File: src/rtl/alu32_pkg.sv
// Shared opcode, width and state definitions for the 32-bit ALU request controller.
package alu32_pkg;

  localparam int OP_W = 3;

  localparam logic [2:0] OP_AND  = 3'b000;
  localparam logic [2:0] OP_OR   = 3'b001;
  localparam logic [2:0] OP_NOR  = 3'b010;
  localparam logic [2:0] OP_XOR  = 3'b011;
  localparam logic [2:0] OP_ADD  = 3'b100;
  localparam logic [2:0] OP_SUB  = 3'b101;
  localparam logic [2:0] OP_SLT  = 3'b110;
  localparam logic [2:0] OP_RSVD = 3'b111;

  typedef enum logic [1:0] {
    IDLE = 2'd0,
    WAIT = 2'd1,
    RESP = 2'd2
  } state_t;

endpackage

File: src/rtl/alu32_req_ctrl.sv
// Requester/sequencer for the external 32-bit ALU: operand issue, fixed-latency wait, response return.
// Optional macro ALU_REQ_STATS_EN adds a saturating ops_done response counter.
//
// state | meaning
// IDLE  | req_ready=1, waiting for a request
// WAIT  | operands on the ALU, counting down the ALU latency
// RESP  | rsp_valid=1, holding the result until rsp_ready
module alu32_req_ctrl #(
  parameter int ALU_LAT = 1,
  parameter int OP_W    = alu32_pkg::OP_W
) (
  input  logic            clk,
  input  logic            rst,
  input  logic            req_valid,
  output logic            req_ready,
  input  logic [OP_W-1:0] req_op,
  input  logic [31:0]     req_a,
  input  logic [31:0]     req_b,
  output logic [31:0]     alu_in1,
  output logic [31:0]     alu_in2,
  output logic [OP_W-1:0] alu_op,
  input  logic [31:0]     alu_out,
  output logic            rsp_valid,
  input  logic            rsp_ready,
  output logic [31:0]     rsp_result,
  output logic            rsp_zero,
  output logic            rsp_err
`ifdef ALU_REQ_STATS_EN
  ,
  output logic [15:0]     ops_done
`endif
);
  import alu32_pkg::*;

  generate
    if (ALU_LAT < 1 || ALU_LAT > 15) begin : g_bad_lat
      $error("alu32_req_ctrl: ALU_LAT must be in 1..15");
    end
  endgenerate

  localparam logic [3:0] LAT_INIT = 4'(ALU_LAT);

  state_t     state, state_nxt;
  logic [3:0] cnt;
  logic       accept, capture, rsp_done, rsvd;

  always_ff @(posedge clk or posedge rst) begin
    if (rst) state <= IDLE;
    else     state <= state_nxt;
  end

  always_comb begin
    state_nxt = state;
    case (state)
      IDLE:    if (req_ready && req_valid) state_nxt = WAIT;
      WAIT:    if (cnt == 4'd1)            state_nxt = RESP;
      RESP:    if (rsp_ready)              state_nxt = IDLE;
      default:                             state_nxt = IDLE;
    endcase
  end

  always_comb begin
    accept   = (state == IDLE) && req_ready && req_valid;
    capture  = (state == WAIT) && (cnt == 4'd1);
    rsp_done = (state == RESP) && rsp_ready;
    rsvd     = (alu_op == OP_W'(OP_RSVD));
  end

  // req_ready is simply "next state is IDLE", which also gives the one-edge delay out of reset.
  always_ff @(posedge clk or posedge rst) begin
    if (rst) begin
      req_ready  <= 1'b0;
      alu_in1    <= '0;
      alu_in2    <= '0;
      alu_op     <= '0;
      cnt        <= '0;
      rsp_valid  <= 1'b0;
      rsp_result <= '0;
      rsp_zero   <= 1'b0;
      rsp_err    <= 1'b0;
    end else begin
      req_ready <= (state_nxt == IDLE);
      if (accept) begin
        alu_in1 <= req_a;
        alu_in2 <= req_b;
        alu_op  <= req_op;
        cnt     <= LAT_INIT;
      end else if (state == WAIT) begin
        cnt <= cnt - 4'd1;
      end
      if (capture) begin
        rsp_valid  <= 1'b1;
        rsp_result <= rsvd ? 32'h0 : alu_out;
        rsp_zero   <= rsvd || (alu_out == 32'h0);
        rsp_err    <= rsvd;
      end else if (rsp_done) begin
        rsp_valid  <= 1'b0;
      end
    end
  end

`ifdef ALU_REQ_STATS_EN
  always_ff @(posedge clk or posedge rst) begin
    if (rst)                                ops_done <= '0;
    else if (rsp_done && ops_done != 16'hFFFF) ops_done <= ops_done + 16'd1;
  end
`endif

endmodule

File: config.mk
export PLATFORM = sky130hd
export DESIGN_NAME = alu32_req_ctrl
export DESIGN_NICKNAME = d
export VERILOG_FILES = /design/src/rtl/alu32_pkg.sv /design/src/rtl/alu32_req_ctrl.sv
export SDC_FILE = /design/constraint.sdc
export NUM_CORES = 1
export LEC_CHECK = 0
export ABC_AREA = 1
export CAP_MARGIN = 20
export CORE_MARGIN = 2
export CORE_UTILIZATION = 38
export CTS_CLUSTER_SIZE = 25
export DETAILED_ROUTE_END_ITERATION = 7
export PLACE_DENSITY = 0.73
export SETUP_SLACK_MARGIN = 0.5
export SYNTH_ARGS = -nofsm -noshare
export SYNTH_HDL_FRONTEND = slang
export SYNTH_SLANG_ARGS = --single-unit
File: constraint.sdc
create_clock -name clk -period 3.79 [get_ports clk]
set_clock_uncertainty 0.2 [all_clocks]
set_input_delay 0.379 -clock clk [delete_from_list [all_inputs] [get_ports clk]]
set_output_delay 0.379 -clock clk [all_outputs]
set_load 0.1 [all_outputs]
==> run_results.csv, run 1 <==
group,metric,value,unit
clocking,clock_path_buffers,2,
route,drt.antenna.violating_nets,0,
logic_synthesis,synth_top_area_cell,"dfrtp_1",
global_route,grt_max_degree,73,
clocking,htreeDepth,3,
route,wl,10400,um
logic_synthesis,synth-seq-cells,109,
logic_synthesis,synth.avg_cell_area,11.8,um2
worst_setup_path,cp_slowest_stage_delay,1.17,ns
finish,antennaDiodeCount,0,
sta,rsz0062_at_grt,"no",
placement,port_buffers,205,
finish,drive_above_1_share,15.4,%
sta,report.final.slew_viol_count,0,
clocking,clock-sinks,109,
worst_setup_path,crit_end,"alu_op[2]",
sta,max_freq,0.398,GHz
global_route,antenna_found_initial,0,
worst_setup_path,rr_startpoint,"cnt[1]$_DFFE_PP0P_",
sta,max_slew_margin,32.4,%
finish,fin_nets,671,
route,wl_per_cell,14.6,um
worst_setup_path,crit_path_start,"alu_op[2]$_DFFE_PP0P_",
clocking,cts_buffers,9,
floorplanning,die_w,110,um
worst_setup_path,crit_buf_inv,1,
sta,hold_viol,0,
worst_setup_path,reg2reg_setup_slack,1.39,ns
worst_setup_path,path_class,"register to primary output",
finish,syn_to_final_growth,57.1,%
worst_setup_path,crit_family,"buffers and inverters",
logic_synthesis,yosysSeqAreaShare,64.2,%
route,drtIter0Drc,122,
global_route,grt_util_all_layers,16.8,%
worst_setup_path,end_kind,"primary output",
placement,dp.cells,695,
floorplanning,core_area,0.0109,mm2
worst_setup_path,ff2ff_path_depth,10,
logic_synthesis,synth_warnings,0,
clocking,hold_buffers,0,
sta,finalCritPeriodShare,66.2,%
floorplanning,fp-row-count,38,
clocking,cts_setup_buffers,0,
worst_setup_path,worstPathRequired,3.21,ns
sta,setup_viol,0,
finish,n_fill_cell,898,
logic_synthesis,synth_most_common_cell,"nand2_1",
worst_setup_path,worstSetupPathDepth,1,
route,dr.pass1.iters,4,
flow_run,drv_cap,0,
clocking,path_clk_slew,0.10,ns
status,outcome,"finished, final reports clean",
route,vias_per_cell,4.65,
floorplanning,dieArea,0.0120,mm2
floorplanning,die_h,110,um
sta,finalCriticalPeriod,2.51,ns
logic_synthesis,synth_top_area_share,64.2,%
logic_synthesis,async_reset_ff_share,100,%
worst_setup_path,worstPathCellList,"clkdlybuf4s50_1",
logic_synthesis,syn_area,0.00425,mm2
route,drc,0,
global_route,grt_pass1_vias,3219,
global_route,grt_overflow_total,0,
worst_setup_path,worst_r2r_endpoint,"rsp_result[9]$_DFFE_PP0P_",
route,vias,3309,
global_route,grt_pass1_wl,15500,um
sta,worstMarginPinSlew,1.01,ns
floorplanning,io_pins,206,
logic_synthesis,ys.flop_type,"dfrtp_1",
logic_synthesis,yosys-top-cells-area,"dfrtp_1, mux2_2, nand2_1, nor2_1, mux2_1",
clocking,cts_resized,0,
worst_setup_path,arrival,1.93,ns
logic_synthesis,synthCells,359,
min_path,hp-class,"primary input to asynchronous set/reset pin",
clocking,clk_latency,0.35,ns
sta,timing.setup.tns,0,ns
logic_synthesis,synth_nets,464,
worst_setup_path,critPathSlowestCell,"clkdlybuf4s50_1",
logic_synthesis,synth.distinct_cells,18,
finish,fin_cells,711,
clocking,cts_tree,"yes",
worst_setup_path,crit_path_max_fanout,3,
logic_synthesis,synth_common_cells,"nand2_1, dfrtp_1, mux2_2, nor2_1",
placement,place_hpwl,7780,um
placement,place_congestion,0.783,
clocking,root_buffer,"clkbuf_8",
finish,final_core_util,61.3,%
worst_setup_path,worstSetupStartpointType,"register",
floorplanning,initial_core_util,39.0,%
logic_synthesis,synth_edf_count,0,
flip-flops by register name, summed over array words and instances (netlist names):
| register | count |
|---|---|
| state | 2 |
| alu_in1 | 32 |
| req_ready | 1 |
| alu_op | 3 |
| rsp_zero | 1 |
| rsp_valid | 1 |
| alu_in2 | 32 |
| rsp_err | 1 |
| rsp_result | 32 |
| cnt | 4 |
metrics by stage:
stage	instance area, um2	hold WS [ns]	setup slack, ns
floorplan	4250	0.280	1.76
global placement	6450	0.260	1.44
detailed placement	6450	0.264	1.37
CTS	6670	0.247	1.24
global route	6670	0.294	1.16
finish	6670	0.241	1.28
how the worst min path moves through the flow:
stage,start,slack [ns],end,cells after the start
detailed placement,rsp_result[24]$_DFFE_PP0P_,0.26,rsp_result[24]$_DFFE_PP0P_,2
global route,rst,0.29,alu_in1[4]$_DFFE_PP0P_,2
finish,rst,0.24,alu_in1[28]$_DFFE_PP0P_,2
global placement,rsp_result[26]$_DFFE_PP0P_,0.26,rsp_result[26]$_DFFE_PP0P_,2
floorplan,cnt[0]$_DFFE_PP0P_,0.28,cnt[0]$_DFFE_PP0P_,2
CTS,rst,0.25,alu_in2[8]$_DFFE_PP0P_,2
layout by cell type, fill, tap and decap left out, types with 2 or more instances in the layout:
cell type	count
clkinv_2	2
ha_1	2
dfrtp_1	109
bufinv_16	2
clkbuf_8	11
inv_2	3
mux2_1	6
nand2_2	2
mux2_2	61
a21oi_1	2
nand2_1	114
nor2_1	29
clkdlybuf4s50_1	205
nand3_1	3
o21ai_0	5
buf_4	3
inv_1	6
kinds of logic after synthesis:
logic type	share of synthesized area, %
muxes	17.8
and+or+nand+nor	13.8
AOI/OAI and AO/OA	0.825
DFF	64.3
buffers and inverters	2.77
adders and majority gates	0.589
routing by layer:
layer | routed length (um) | part of all wire, % | GRT usage (%)
met2 | 4830 | 46 | 27.6
met4 | 160 | 1.5 | 7.14
met1 | 4310 | 41 | 20.0
met3 | 1100 | 11 | 5.99
met5 | 0 | 0 | 0
cell type report:
type / count / area (um2) / area share (%)
sequential: 109 / 2730 / 40.9
timing repair buffer: 209 / 2090 / 31.4
multi-input combinational: 227 / 1410 / 21.1
tap: 140 / 175 / 2.63
clock buffer: 12 / 155 / 2.33
clock inverter: 4 / 70.1 / 1.05
inverter: 10 / 41.3 / 0.619
Power of run 1 is not shown: default switching activity piles up to over one toggle a cycle in this logic, so the estimate is an artifact.
==> inputs of run 2 (changes only) <==
--- a/config.mk
+++ b/config.mk
@@ -8,10 +8,10 @@
 export ABC_AREA = 1
 export CAP_MARGIN = 20
 export CORE_MARGIN = 2
-export CORE_UTILIZATION = 38
+export CORE_UTILIZATION = 37
 export CTS_CLUSTER_SIZE = 25
 export DETAILED_ROUTE_END_ITERATION = 7
-export PLACE_DENSITY = 0.73
+export PLACE_DENSITY = 0.74
 export SETUP_SLACK_MARGIN = 0.5
 export SYNTH_ARGS = -nofsm -noshare
 export SYNTH_HDL_FRONTEND = slang
==> constraint.sdc (replaced) <==
create_clock -name clk -period 2.3 [get_ports clk]
set_clock_uncertainty 0.2 [all_clocks]
set_input_delay 0.23 -clock clk [delete_from_list [all_inputs] [get_ports clk]]
set_output_delay 0.23 -clock clk [all_outputs]
set_load 0.1 [all_outputs]
==> run_results.csv, run 2 (synthesis results as in run 1) <==
group,metric,value,unit
clocking,htreeDepth,3,
worst_setup_path,crit_family,"simple AND/OR/NAND/NOR gates",
clocking,clock-sinks,109,
worst_setup_path,crit_path_max_fanout,16,
route,drtIter0Drc,121,
sta,setup_viol,0,
worst_setup_path,worstPathRequired,2.38,ns
clocking,clk_latency,0.34,ns
worst_setup_path,arrival,1.75,ns
placement,place_hpwl,7370,um
floorplanning,io_pins,206,
sta,worstMarginPinSlew,0.571,ns
sta,rsz0062_at_grt,"yes",
route,wl,10400,um
finish,final_cell_mix,"nand2_1, dfrtp_1, buf_4",
floorplanning,die_h,111,um
clocking,clock_path_buffers,2,
global_route,grt_max_degree,110,
route,drc,0,
min_path,hp-class,"primary input to asynchronous set/reset pin",
finish,fin_nets,671,
route,vias_per_cell,4.62,
route,dr.pass1.iters,6,
finish,antennaDiodeCount,0,
worst_setup_path,critPathSlowestCell,"dfrtp_1",
global_route,grt_pass1_vias,3391,
worst_setup_path,crit_buf_inv,3,
worst_setup_path,ff2ff_path_depth,10,
sta,timing.setup.tns,0,ns
sta,finalCritPeriodShare,72.7,%
global_route,grt_overflow_total,0,
worst_setup_path,end_kind,"register",
finish,reg.largest.list,"alu_in1 x32, alu_in2 x32, rsp_result x32",
worst_setup_path,path_class,"register to register",
sta,max_slew_margin,61.9,%
finish,n_fill_cell,950,
sta,report.final.slew_viol_count,0,
floorplanning,dieArea,0.0123,mm2
worst_setup_path,crit_top_cell,"nand2_1",
placement,port_buffers,205,
global_route,antenna_found_initial,0,
clocking,cts_buffers,9,
route,drt.antenna.violating_nets,0,
finish,syn_to_final_growth,54.3,%
clocking,root_buffer,"clkbuf_16",
status,outcome,"finished, final reports clean",
flow_run,drv_cap,0,
floorplanning,die_w,111,um
clocking,cts_tree,"yes",
sta,finalCriticalPeriod,1.67,ns
global_route,grt_pass1_wl,16800,um
sta,hold_viol,0,
global_route,grt_util_all_layers,16.9,%
clocking,path_clk_slew,0.07,ns
floorplanning,initial_core_util,37.5,%
worst_setup_path,worstSetupStartpointType,"register",
route,wl_per_cell,14.6,um
worst_setup_path,worstSetupPathDepth,10,
floorplanning,fp-row-count,39,
floorplanning,core_area,0.0113,mm2
worst_setup_path,worstPathCellList,"inv_1 > ha_1 > nand2_1 > nor2_2 > nand2_2 > inv_2 > nand2_4 > inv_8 > nand2_1 > nand2_1",
finish,final_common_cell,"nand2_1",
route,vias,3300,
sta,max_freq,0.598,GHz
worst_setup_path,cp_slowest_stage_delay,0.40,ns
finish,drive_above_1_share,34.5,%
placement,place_congestion,0.755,
==> run 2: worst register-to-register path: stages, from the launching register on <==
cell and delay (ns):
dfrtp_1 0.40, inv_1 0.09, ha_1 0.16, nand2_1 0.08, nor2_2 0.13, nand2_2 0.09, inv_2 0.10, nand2_4 0.11
inv_8 0.13, nand2_1 0.06, nand2_1 0.06
==> run 2: worst paths after layout <==
path / to / start / slack (ns)
worst max register to register: rsp_result[16]$_DFFE_PP0P_ / cnt[1]$_DFFE_PP0P_ / 0.63
worst min register to register: rsp_result[22]$_DFFE_PP0P_ / rsp_result[22]$_DFFE_PP0P_ / 0.28
min in group clk: rsp_result[27]$_DFFE_PP0P_ / alu_out[27] / 0.25
max in group asynchronous: alu_op[0]$_DFFE_PP0P_ / rst / 1.23
worst max-delay path: rsp_result[16]$_DFFE_PP0P_ / cnt[1]$_DFFE_PP0P_ / 0.63
worst min-delay path: alu_in2[21]$_DFFE_PP0P_ / rst / 0.19
==> run 2: layout make-up <==
type | instances | area (um2) | share of cell area [%]
clock inverter | 5 | 58.8 | 0.897
multi-input combinational | 227 | 1420 | 21.6
sequential | 109 | 2730 | 41.7
inverter | 10 | 53.8 | 0.821
tap | 143 | 179 | 2.73
timing repair buffer | 208 | 1850 | 28.2
timing repair inverter | 1 | 11.3 | 0.172
clock buffer | 11 | 253 | 3.86
==> run 2: metal layers <==
| layer | up-vias | GRT usage [%] | share of wire (%) |
|---|---|---|---|
| li1 | 1574 | - | - |
| met1 | 1575 | 21.0 | 43 |
| met2 | 136 | 28.0 | 48 |
| met3 | 15 | 5.03 | 7.8 |
| met4 | 0 | 6.67 | 1.8 |
| met5 | - | 0 | 0 |
==> run 2: timing repair <==
action                     CTS  global route
gates cloned                 0             1
gates resized for setup      2             7
setup endpoints to repair   33            35
hold buffers                 0             0
buffers inserted             0             0
==> run 2: per-stage QoR <==
stage                     hold slack [ns]  worst slack [ns]  cells  utilization [%]  instance area [um2]
after floorplan                     0.140             0.440    359                -                 4250
after global placement              0.264             0.458    697             54.8                 6200
after detailed placement            0.266             0.342    697             54.8                 6200
after CTS                           0.229             0.518    713             57.6                 6520
after global routing                0.249             0.493    714             57.9                 6550
final                               0.193             0.628    714             57.9                 6550
Power of run 2 is left out for the same reason.
